<file path="src/rtl/vending_pkg.sv">
// ---------------------------------------------------------------------------
// vending_pkg
// Shared definitions for the coffee vending front end:
//   - coin codes driven on the vending FSM's amt bus (code == value)
//   - coffee status code for "cup dispensed"
//   - coin acceptor FSM state type
//   - helper that maps a one-hot sensor edge vector to its coin code
// ---------------------------------------------------------------------------
package vending_pkg;

    localparam logic [4:0] COIN5   = 5'd5;
    localparam logic [4:0] COIN10  = 5'd10;
    localparam logic [4:0] COIN15  = 5'd15;
    localparam logic [4:0] COIN20  = 5'd20;

    localparam logic [1:0] CUP_OUT = 2'b01;

    typedef enum logic [1:0] {
        IDLE,
        SEND,
        GAP,
        WAIT_DISP
    } acc_state_t;

    // Only meaningful for a single set bit; anything else maps to 0.
    function automatic logic [4:0] coin_code(input logic [3:0] onehot);
        logic [4:0] code;
        case (onehot)
            4'b0001: code = COIN5;
            4'b0010: code = COIN10;
            4'b0100: code = COIN15;
            4'b1000: code = COIN20;
            default: code = '0;
        endcase
        return code;
    endfunction

endpackage

</file>
<file path="src/rtl/coin_fifo.sv">
// ---------------------------------------------------------------------------
// coin_fifo
// Synchronous show-ahead FIFO holding accepted coin codes.
//   clk      in   system clock, rising edge
//   rst      in   asynchronous active-high reset (empties the FIFO)
//   wr_en    in   push wr_data (ignored while full)
//   wr_data  in   coin code to push
//   rd_en    in   pop the head entry (ignored while empty)
//   rd_data  out  head entry, valid whenever empty is low
//   full     out  DEPTH entries held
//   empty    out  no entries held
// DEPTH must be a power of two, 2 or more. A push and a pop in the same cycle
// both take effect and leave the occupancy unchanged.
// ---------------------------------------------------------------------------
module coin_fifo
    import vending_pkg::*;
#(
    parameter int unsigned DEPTH = 4,
    parameter int unsigned WIDTH = 5
)
(
    input  logic             clk,
    input  logic             rst,
    input  logic             wr_en,
    input  logic [WIDTH-1:0] wr_data,
    input  logic             rd_en,
    output logic [WIDTH-1:0] rd_data,
    output logic             full,
    output logic             empty
);

    localparam int unsigned AW = $clog2(DEPTH);

    // One extra pointer bit distinguishes full from empty.
    logic [AW:0]      wr_ptr;
    logic [AW:0]      rd_ptr;
    logic [WIDTH-1:0] mem [DEPTH];
    logic             do_wr;
    logic             do_rd;

    assign empty   = (wr_ptr == rd_ptr);
    assign full    = (wr_ptr[AW] != rd_ptr[AW]) &&
                     (wr_ptr[AW-1:0] == rd_ptr[AW-1:0]);
    assign do_wr   = wr_en && !full;
    assign do_rd   = rd_en && !empty;
    assign rd_data = mem[rd_ptr[AW-1:0]];

    always_ff @(posedge clk or posedge rst) begin
        if (rst) begin
            wr_ptr <= '0;
            rd_ptr <= '0;
        end else begin
            if (do_wr) wr_ptr <= wr_ptr + 1'b1;
            if (do_rd) rd_ptr <= rd_ptr + 1'b1;
        end
    end

    // Storage needs no reset: entries are only read between push and pop.
    always_ff @(posedge clk) begin
        if (do_wr) mem[wr_ptr[AW-1:0]] <= wr_data;
    end

endmodule

</file>
<file path="src/rtl/coin_acceptor.sv">
// ---------------------------------------------------------------------------
// coin_acceptor
// Front end for the coffee vending FSM. Synchronises and edge-detects the
// one-hot coin sensors, queues accepted coins, and forwards each coin as a
// single-cycle code on amt while keeping a mirror of the vending credit.
//   clk          in   system clock, rising edge
//   rst          in   asynchronous active-high reset
//   coin_in      in   raw sensor levels (bit0=5, bit1=10, bit2=15, bit3=20)
//   coffee       in   dispense status; CUP_OUT when a cup has been dispensed
//   amt          out  coin code to the vending FSM, 0 when idle
//   coin_reject  out  one-cycle pulse per returned coin (merged if two coincide)
//   credit       out  mirrored credit, 0..PRICE
//   busy         out  FSM not IDLE, or coins waiting in the queue
//   fault        out  sticky dispense-timeout flag, cleared only by rst
// ---------------------------------------------------------------------------
module coin_acceptor
    import vending_pkg::*;
#(
    parameter int unsigned FIFO_DEPTH   = 4,
    parameter int unsigned PRICE        = 20,
    parameter int unsigned DISP_TIMEOUT = 8
)
(
    input  logic       clk,
    input  logic       rst,
    input  logic [3:0] coin_in,
    input  logic [1:0] coffee,
    output logic [4:0] amt,
    output logic       coin_reject,
    output logic [4:0] credit,
    output logic       busy,
    output logic       fault
);

    localparam int unsigned TW = $clog2(DISP_TIMEOUT + 1);

    // ---------------- input path ----------------
    logic [3:0] sync1;
    logic [3:0] sync2;
    logic [3:0] prev;
    logic [3:0] coin_edge;
    logic       multi_edge;
    logic       single_edge;
    logic       in_reject;

    always_ff @(posedge clk or posedge rst) begin
        if (rst) begin
            sync1 <= '0;
            sync2 <= '0;
            prev  <= '0;
        end else begin
            sync1 <= coin_in;
            sync2 <= sync1;
            prev  <= sync2;
        end
    end

    assign coin_edge   = sync2 & ~prev;
    // x & (x-1) is nonzero exactly when more than one bit is set.
    assign multi_edge  = |(coin_edge & (coin_edge - 4'd1));
    assign single_edge = (|coin_edge) && !multi_edge;

    // ---------------- coin queue ----------------
    logic       fifo_full;
    logic       fifo_empty;
    logic [4:0] head;
    logic       pop;

    assign in_reject = multi_edge || (single_edge && fifo_full);

    coin_fifo #(
        .DEPTH (FIFO_DEPTH),
        .WIDTH (5)
    ) u_fifo (
        .clk     (clk),
        .rst     (rst),
        .wr_en   (single_edge),
        .wr_data (coin_code(coin_edge)),
        .rd_en   (pop),
        .rd_data (head),
        .full    (fifo_full),
        .empty   (fifo_empty)
    );

    // ---------------- FSM ----------------
    acc_state_t  state;
    logic [TW-1:0] disp_tmr;
    logic [5:0]  sum;
    logic        fits;

    // The head coin is consumed in IDLE whether it is accepted or rejected.
    assign pop  = (state == IDLE) && !fifo_empty;
    assign sum  = {1'b0, credit} + {1'b0, head};
    assign fits = (sum <= 6'(PRICE));

    always_ff @(posedge clk or posedge rst) begin
        if (rst) begin
            state       <= IDLE;
            amt         <= '0;
            coin_reject <= 1'b0;
            credit      <= '0;
            fault       <= 1'b0;
            disp_tmr    <= '0;
        end else begin
            amt         <= '0;
            // Input-side and pop-side rejects in the same cycle merge into one pulse.
            coin_reject <= in_reject;
            case (state)
                IDLE: begin
                    if (!fifo_empty) begin
                        if (fits) begin
                            amt    <= head;
                            credit <= sum[4:0];
                            state  <= SEND;
                        end else begin
                            coin_reject <= 1'b1;
                        end
                    end
                end
                SEND: begin
                    state <= GAP;
                end
                GAP: begin
                    disp_tmr <= '0;
                    state    <= (credit == 5'(PRICE)) ? WAIT_DISP : IDLE;
                end
                WAIT_DISP: begin
                    if (coffee == CUP_OUT) begin
                        credit <= '0;
                        state  <= IDLE;
                    end else if (disp_tmr == TW'(DISP_TIMEOUT - 1)) begin
                        fault  <= 1'b1;
                        credit <= '0;
                        state  <= IDLE;
                    end else begin
                        disp_tmr <= disp_tmr + 1'b1;
                    end
                end
                default: begin
                    state <= IDLE;
                end
            endcase
        end
    end

    assign busy = (state != IDLE) || !fifo_empty;

endmodule
</file>
<file path="config.mk">
export PLATFORM = sky130hd
export DESIGN_NAME = coin_acceptor
export DESIGN_NICKNAME = d
export VERILOG_FILES = /design/src/rtl/vending_pkg.sv /design/src/rtl/coin_fifo.sv /design/src/rtl/coin_acceptor.sv
export SDC_FILE = /design/constraint.sdc
export NUM_CORES = 1
export LEC_CHECK = 0
export ABC_AREA = 1
export ABC_CLOCK_PERIOD_IN_PS = 2800
export BUFFER_PORTS_ARGS = -buffer_cell sky130_fd_sc_hd__buf_2
export CAP_MARGIN = 25
export CORE_UTILIZATION = 50
export CTS_CLUSTER_SIZE = 24
export DETAILED_ROUTE_END_ITERATION = 8
export PLACE_DENSITY_LB_ADDON = 0.12
export SETUP_SLACK_MARGIN = 0.2
export SLEW_MARGIN = 30
export SYNTH_ARGS = -nofsm -noshare
export SYNTH_HDL_FRONTEND = slang
export SYNTH_SLANG_ARGS = --single-unit
</file>
<file path="constraint.sdc">
create_clock -name clk -period 2.8 [get_ports clk]
set_input_delay 0 -clock clk [delete_from_list [all_inputs] [get_ports clk]]
set_output_delay 0 -clock clk [all_outputs]
set_load 0.03 [all_outputs]
</file>
After elaboration in Yosys (flattened, before gate mapping)
Memory sizes are Yosys's and may differ from the RTL's.
Cells that the tools add are included.
W data, S select, Z words.

cells by class
  muxes and demuxes = 23
  multiply operators = 0
  bitwise logic cells = 4
  $add $sub $neg = 5
  divide/modulo/power cells = 0
  reduce and logical (&&, ||, !) cells = 21
  equal/unequal tests = 18
  shift-type cells = 0
  $lt $le $gt $ge = 1

operator list
  kind                   count
  $mux W5                7
  $pmux W5 S4            1
  $mux W2                5
  $pmux W5 S2            1
  $reduce_and A3 Y1      3
  $and A4 B4 Y4          2
  $eq A4 B3 Y1 const B   2
  $mux W4                2
  $ne A2 B2 Y1 const B   4
  $pmux W2 S4            1
  $pmux W4 S2            1
  $reduce_or A4 Y1       2
  $add A3 B1 Y3 const B  2
  $add A5 B5 Y6          1
  $le A6 B5 Y1 const B   1
  $logic_and A1 B1 Y1    6
  $reduce_bool A2 Y1     3
  $eq A5 B5 Y1 const B   1
  $mux W1                5
  $add A4 B1 Y4 const B  1
  $eq A2 B1 Y1 const B   2
  $eq A2 B2 Y1 const B   2
  $eq A4 B1 Y1 const B   1
  $eq A4 B2 Y1 const B   1
  12 further kinds       15

storage, ports and cells
  flip-flop bits (word level) = 36
  word-level logic and storage cells = 84
  bits of input ports = 8
  RAM bits = 20
  bits in read-only memories = 0
  output and inout port bits = 13
  memories = 1
  bits in latches = 0

memories
  memory      words  width  read ports  clocked after memory_dff  write ports  RTL line         source
  u_fifo.mem  4      5      1           0                         1            coin_fifo.sv:37  logic [WIDTH-1:0] mem [DEPTH];

Longest topological paths before layout
Gate-level depths: netlist of the first run.

  depth in word-level cells = 12
  mapped depth = 15
  gate-level depth less buffers = 14

By module
From an unflattened synthesis of the first run, not the netlist that was laid out.

unflattened totals
  cell total of the unflattened synthesis = 269
  area total of the unflattened synthesis = 2615.0 um^2

modules (own cells, without submodules)
  module         cells each  area each (um^2)  times used  sequential area each (um^2)
  coin_acceptor  159         1420.1            1           750.7
  coin_fifo      110         1194.9            1           750.7

Least setup slack after synthesis of the first run
Ideal clock, no wire load.

  path type = reg-to-reg
  start = register u_fifo.rd_ptr[0]
  end = register credit[1]
  setup time = 118 ps
  required time = 2682 ps
  cell stages (with the launch flop) = 15
  arrival = 2186 ps
  setup slack = 496 ps
  path buffers = 1
  period minus slack after synthesis = 2304 ps
  path through = dfrtp_1 buf_6 clkinv_1 o21ai_0 o22ai_1 ha_1 fa_1 xor2_1 o21ai_1 nand2_1 nand2_2 nand3_4 nand2_4 nand2_1 nand2_1

on the way
  longest elaborated chain between the ends = 5
  elaborated cells between the ends (all ways) = 10
  classes of those cells = add/sub (1); order compare (1); eq/ne (3); mux (3); reduce/logical (1); memory (1)

RTL lines
  what                                                        RTL line                                   source
  from (decl)                                                 coin_fifo.sv:36                            logic [AW:0] rd_ptr;
  from (signal assigned)                                      coin_fifo.sv:54                            if (do_rd) rd_ptr <= rd_ptr + 1'b1;
  $mem_v2 Z4 W5                                               --
  $add A5 B5 Y6                                               coin_acceptor.sv:93                        assign sum = {1'b0, credit} + {1'b0, head};
  $le A6 B5 Y1 or $mux W5 (tied branches)                     coin_acceptor.sv:94, coin_acceptor.sv:111
  $ne A2 B2 Y1 (no line) or $mux W5 (tied branches)           --
  $reduce_and A4 Y1 (no line) or $pmux W5 S2 (tied branches)  --
  to (signal assigned)                                        coin_acceptor.sv:113                       credit <= sum[4:0];
  to (decl)                                                   coin_acceptor.sv:30                        output logic [4:0] credit,

Several ways; a longest one is shown, not always the timed one. The select of a mux whose other input is x is not followed.
A chain may end at the register's enable or synchronous reset.

Final worst setup path of the first run
  start = register u_fifo.rd_ptr[0]
  end = register credit[4]

Same word-level chain as after synthesis.

==> results of run 1 <==
## power breakdown
part | internal [µW] | switching, µW | total, µW
combinational | 711 | 1210 | 1930
clock | 185 | 262 | 448
sequential | 983 | 156 | 1140
total | 1880 | 1630 | 3510
## final cells by class
cell class / instances / area share
Sequential cell: 51 / 0.494
Multi-Input combinational cell: 157 / 0.343
Timing Repair Buffer: 27 / 0.0601
Inverter: 30 / 0.0433
Clock buffer: 5 / 0.0250
Tap cell: 54 / 0.0246
Clock inverter: 3 / 0.0100
## cell usage after synthesis, drive strengths merged (2+ instances only)
library cell  instances  area (µm²)
buf                   2        18.8
edfxtp               16         480
nand4                 2        12.5
dfrtp                35         876
o22ai                 4        25.0
nor3                  2        10.0
nand2                46         195
xnor2                 5        51.3
nand3                18         113
inv                  29         111
nor2                 29         116
o21ai                21         113
a21oi                 7        46.3
xor2                  4        35.0
ha                   11         138
## layer usage
layer / up-vias / global-route usage
li1: 849 / -
met1: 774 / 0.238
met2: 22 / 0.297
met3: 5 / 0.0422
met4: 0 / 0.0523
met5: - / 0
## stage by stage
stage	cell area [µm²]	cells
after floorplan	2430	240
after global placement	2590	314
after detailed placement	2590	314
after CTS	2740	327
after global routing	2750	327
final	2750	327
## registers in the layout, indices dropped and copies added (netlist names)
| register | flops |
|---|---|
| u_fifo.mem | 16 |
| credit | 5 |
| amt | 4 |
| disp_tmr | 4 |
| prev | 4 |
| sync1 | 4 |
| sync2 | 4 |
| u_fifo.rd_ptr | 3 |
| u_fifo.wr_ptr | 3 |
| state | 2 |
| coin_reject | 1 |
| fault | 1 |
## cell families after synthesis
| kind of cell | count (synthesis) | share of synthesized area |
|---|---|---|
| simple gates | 101 | 0.201 |
| flops | 51 | 0.558 |
| compound gates | 35 | 0.0854 |
| buf+inv | 32 | 0.0551 |
| fa+ha+maj | 12 | 0.0648 |
| xor+xnor | 9 | 0.0355 |
## worst max-delay path, cell delays in order (launching register included)
cell,delay (ns)
dfrtp_1,0.41
buf_4,0.18
o21ai_0,0.17
o22ai_1,0.14
ha_2,0.23
fa_1,0.40
xor2_1,0.20
o21ai_1,0.09
nand2_1,0.09
nand2_2,0.08
nand3_4,0.10
nand2_4,0.07
nand2_1,0.07
nand2_1,0.05
## worst max-delay path by stage
stage                                 startpoint               endpoint  cells past startpoint
floorplan           u_fifo.rd_ptr[0]$_DFFE_PP0P_  credit[1]$_DFFE_PP0P_                     14
global placement    u_fifo.rd_ptr[0]$_DFFE_PP0P_  credit[2]$_DFFE_PP0P_                     13
detailed placement  u_fifo.rd_ptr[0]$_DFFE_PP0P_  credit[4]$_DFFE_PP0P_                     13
CTS                 u_fifo.rd_ptr[0]$_DFFE_PP0P_  credit[4]$_DFFE_PP0P_                     13
global route        u_fifo.rd_ptr[0]$_DFFE_PP0P_  credit[4]$_DFFE_PP0P_                     12
finish              u_fifo.rd_ptr[0]$_DFFE_PP0P_  credit[4]$_DFFE_PP0P_                     13
## repair_timing
item / 4_1_cts / 5_1_grt
resized for setup: 0 / 2
endpoints found under the hold margin: 39 / 0
setup endpoints to repair: 0 / 4
hold buffers: 5 / 0
==> results.toml, run 1 <==
[layout]
layout_common_cells = "41 x nand2_1, 35 x dfrtp_1, 28 x inv_1, 28 x nor2_1, 20 x buf_2"
finalNetCount = 292
drive_above_1_share = 0.179
multiInputGateArea_um2 = 943
diodes = 0
nFillCells = 408
final_util = 0.586
register_area_um2 = 1360
final_common_cell = "nand2_1"
syn_to_final_growth_pct = 13.0

[floorplan]
start_util = 0.518
io_pins = 21
std_cell_rows = 25
die_area_um2 = 5150
die_w_um = 71.7
die_h_um = 71.7
design.core.area_um2 = 4690

[worst_setup_path]
r2r-end = "credit[4]$_DFFE_PP0P_"
reg2reg_slack_ns = 0.40
crit_path_max_fanout = 10
worstPathArrival_ns = 2.60
end_kind = "register"
reg2regPathDepth = 13
required_ns = 3.00
start_kind = "register"
crit_type = "reg -> reg"
reg2reg_from = "u_fifo.rd_ptr[0]$_DFFE_PP0P_"

[synth]
yosysWarnings = 0
async_flop_share = 0.686
ys_seq_area_frac = 0.558
synthesis.area_um2 = 2430
ys_seq_elements = 51
synth_flop_cell = "dfrtp_1"
syn_avg_cell_area_um2 = 10.1
synth_cell_type_count = 35
synthesis.nets = 260
netlist_instances = 240
synth_edf_count = 16

[timing]
slew_violations = 0
slew_headroom = 0.617
max_clock_freq_ghz = 0.417
hold_viol = 0
hold_slack_ns = 0.0888
tightestPinTransition_ns = 0.570
finalSetupTns_ns = 0
fin_crit_ns = 2.40
timing.final.crit_share = 0.857
setup_viol = 0
finalWorstSetupSlack_ns = 0.400
fin_worst_skew_ns = 0.0117
rsz0062_at_grt = "false"

[cts]
cts_buffers = 5
ctsHtreeMaxLevel = 2
clkSinkCount = 51
clk_latency_ns = 0.31
clk_path_buf_depth = 2
clkTransAtPathRegs_ns = 0.10
cts_setup_buffers = 0
cts_tree = "built"
cts_root_buf = "clkbuf_8"

[job]
maxCapViolations = 0

[routing]
wl_met1_um = 2080
dr.pass1.iters = 5
drc = 0
drt_wl_total_um = 4250
wl_per_cell_um = 13.0
drt_iter0_drc = 126
top_layer = "met4"
wl_met2_um = 2020
routed_via_density = 5.05
vias = 1650
ant_nets = 0
dr_wl_met3_um = 107

[place]
pre_cts_ws_ns = 0.369
dp_hpwl_um = 3160
port_buffers = 20
gp_congestion = 0.875

[global_route]
grt_pass1_vias = 1560
grt_max_degree = 36
grtUsageTotal = 0.180
antenna_found_initial = 0
gr-total-overflow = 0
grt_pass1_wl_um = 6920

[power]
powerDensity_nw_per_um2 = 1280
leakage_uw = 0.00130
vdd_drop_max_v = 0.000619
total_power_uw = 3510

[hold_path]
min-delay-start = "coffee[0]"
min_path_cells = 6
hp-class = "in -> reg"
whs_endpoint = "fault$_DFFE_PP0P_"

[status]
status = "completed"
Power figures use the tool's default switching activity.
==> run 2: changes to the inputs <==
ABC_AREA = unset   (was 1)
CORE_ASPECT_RATIO = 1.25   (was unset)
==> results.toml, run 2 <==
[global_route]
antenna_found_initial = 0
grt_pass1_wl_um = 7570
grt_max_degree = 36
grt_pass1_vias = 1595
gr-total-overflow = 0
grtUsageTotal = 0.198

[floorplan]
die_w_um = 64.3
design.core.area_um2 = 4530
io_pins = 21
std_cell_rows = 27
die_h_um = 79.9
start_util = 0.536
die_area_um2 = 5130

[layout]
finalNetCount = 254
layout_common_cells = "34 x dfrtp_1, 20 x nand2_1, 20 x buf_2"
final_common_cell = "dfrtp_1"
largest_reg_flops = 16
diodes = 0
final_cells = 293
drive_above_1_share = 0.243
syn_to_final_growth_pct = 17.7

[synth]
ys_seq_elements = 51
yosysWarnings = 0
synth.area.top_cells = "dfrtp_1 36%, edfxtp_1 20%, ha_1 5.7%, nand2_1 3.1%, mux2i_1 2.9%"
synth_edf_count = 16
synthesis.area_um2 = 2420
synth_flop_cell = "dfrtp_1"
netlist_instances = 200
yosysMostFrequentCell = "dfrtp_1"
synth_common_cells = "35 x dfrtp_1, 20 x nand2_1, 16 x edfxtp_1"
ys_seq_area_frac = 0.559
async_flop_share = 0.686
synthesis.nets = 220
syn_avg_cell_area_um2 = 12.1
synth_top_area_share = 0.361
yosysTopAreaCell = "dfrtp_1"
synth_cell_type_count = 47

[worst_setup_path]
r2r-end = "credit[2]$_DFFE_PP0P_"
crit_path_max_fanout = 6
max_stage_delay_ns = 0.56
reg2reg_slack_ns = 0.10
cp_slowest_cell = "mux4_2"
start_kind = "register"
required_ns = 2.99
end_kind = "register"
worstPathArrival_ns = 2.89
reg2reg_from = "u_fifo.rd_ptr[0]$_DFFE_PP0P_"
crit_type = "reg -> reg"
startpoint = "u_fifo.rd_ptr[0]$_DFFE_PP0P_"
reg2regPathDepth = 9
path_cells = "mux4_2 -> ha_4 -> fa_2 -> nor2b_4 -> o22ai_2 -> a311oi_2 -> or3_4 -> buf_6 -> mux2i_1"

[power]
p_int_uw = 2080
total_power_uw = 3550
seqPwrFrac = 0.333
vdd_drop_max_v = 0.000554
leakage_uw = 0.00128
swShare = 0.413
powerDensity_nw_per_um2 = 1240
switchingPower_uw = 1470
clock_power_share = 0.121
p_comb_frac = 0.547

[place]
dp_hpwl_um = 3320
gp_congestion = 0.856
dp.cells = 276
port_buffers = 20

[routing]
drc = 0
wl_per_cell_um = 15.8
vias = 1577
dr.pass1.iters = 4
drt_wl_total_um = 4620
routed_via_density = 5.38
drt_iter0_drc = 133
ant_nets = 0

[hold_path]
whs_endpoint = "fault$_DFFE_PP0P_"
min-delay-start = "coffee[0]"
hp-class = "in -> reg"
min_path_cells = 4

[timing]
fin_crit_ns = 2.70
tightestPinTransition_ns = 0.549
hold_viol = 0
setup_viol = 0
slew_violations = 0
timing.final.crit_share = 0.963
slew_headroom = 0.631
max_clock_freq_ghz = 0.371
fin_worst_skew_ns = 0.0104
finalSetupTns_ns = 0
rsz0062_at_grt = "true"

[cts]
clkSinkCount = 51
cts_root_buf = "clkbuf_8"
cts_tree = "built"
ctsHtreeMaxLevel = 2
cts_buffers = 5
clkTransAtPathRegs_ns = 0.10
clk_latency_ns = 0.30
clk_path_buf_depth = 2

[status]
status = "completed"

[job]
maxCapViolations = 0
## run 2: cell count changes in the layout (fill, tap and decap cells not counted), sizes merged, moves of 3 or more
cell	before	now
nand2	46	20
nor2	29	8
o21ai	21	7
and2	1	4
inv	31	11
buf	22	30
nand3	18	5
mux2i	0	7
nand2b	0	5
mux4	0	4
nor2b	0	10
and3	0	3
## run 2: power by group through the flow
stage	logic (µW)	registers, µW	clock network, µW
CTS	1820	1180	441
detailed placement	1680	1200	0
global placement	1630	1180	0
finish	1940	1180	429
floorplan	1240	1220	0
global route	2130	1210	466
## run 2: critical path, delay by kind of cell, from the launching register on
family / cells / cell delay, ns
mux: 2 / 0.67
fa+ha+maj: 2 / 0.57
simple gates: 2 / 0.50
flops: 1 / 0.44
compound gates: 2 / 0.25
buf+inv: 1 / 0.15
## run 2: metrics by stage
step	area, µm²	utilization	hold slack, ns	setup WS (ns)
6_report	2850	0.630	0.0410	0.103
4_1_cts	2830	0.624	0.0314	0.135
3_3_place_gp	2620	0.580	0.108	0.0887
5_1_grt	2850	0.630	0.0830	0.0158
3_5_place_dp	2620	0.580	0.109	0.0101
2_1_floorplan	2460	-	0.0314	0.204
## run 2: worst max path at each step
stage | cells after the start | slack, ns | endpoint
floorplan | 9 | 0.20 | credit[1]$_DFFE_PP0P_
global placement | 8 | 0.09 | credit[3]$_DFFE_PP0P_
detailed placement | 8 | 0.01 | credit[4]$_DFFE_PP0P_
CTS | 9 | 0.13 | credit[4]$_DFFE_PP0P_
global route | 8 | 0.02 | credit[4]$_DFFE_PP0P_
finish | 9 | 0.10 | credit[2]$_DFFE_PP0P_
## run 2: what timing repair did
item,in CTS,in global routing
hold endpoints to repair,39,0
gates resized for setup,9,6
endpoints found under the setup margin,10,10
buffers inserted,4,0
pin swaps,2,2
hold buffers,5,0
## run 2: cell families (layout without fill, tap and decap cells)
family                   after synthesis  in the layout  synth area share
multiplexers                          13             13            0.0784
adder cells (fa/ha/maj)               13             13            0.0691
buffers and inverters                 18             53            0.0346
AO/OA/AOI/OAI                         31             31            0.0893
XOR/XNOR                               9              9            0.0325
AND/OR/NAND/NOR                       65             65             0.137
flip-flops                            51             51             0.559
## run 2: cell type report
class	count	area, µm²
fillers	379	1670
flip-flops and latches	51	1360
multi-input cells	131	1060
repair buffers	35	236
clock buffers	6	76.3
well taps	58	72.6
inverters	10	37.5
clock inverters	2	11.3
## run 2: routing by layer
metal	track usage	share of wire	vias up
met5	0	0	-
met4	0.0800	0.021	0
met3	0.0414	0.024	9
met2	0.357	0.52	26
met1	0.227	0.43	772
li1	-	-	770
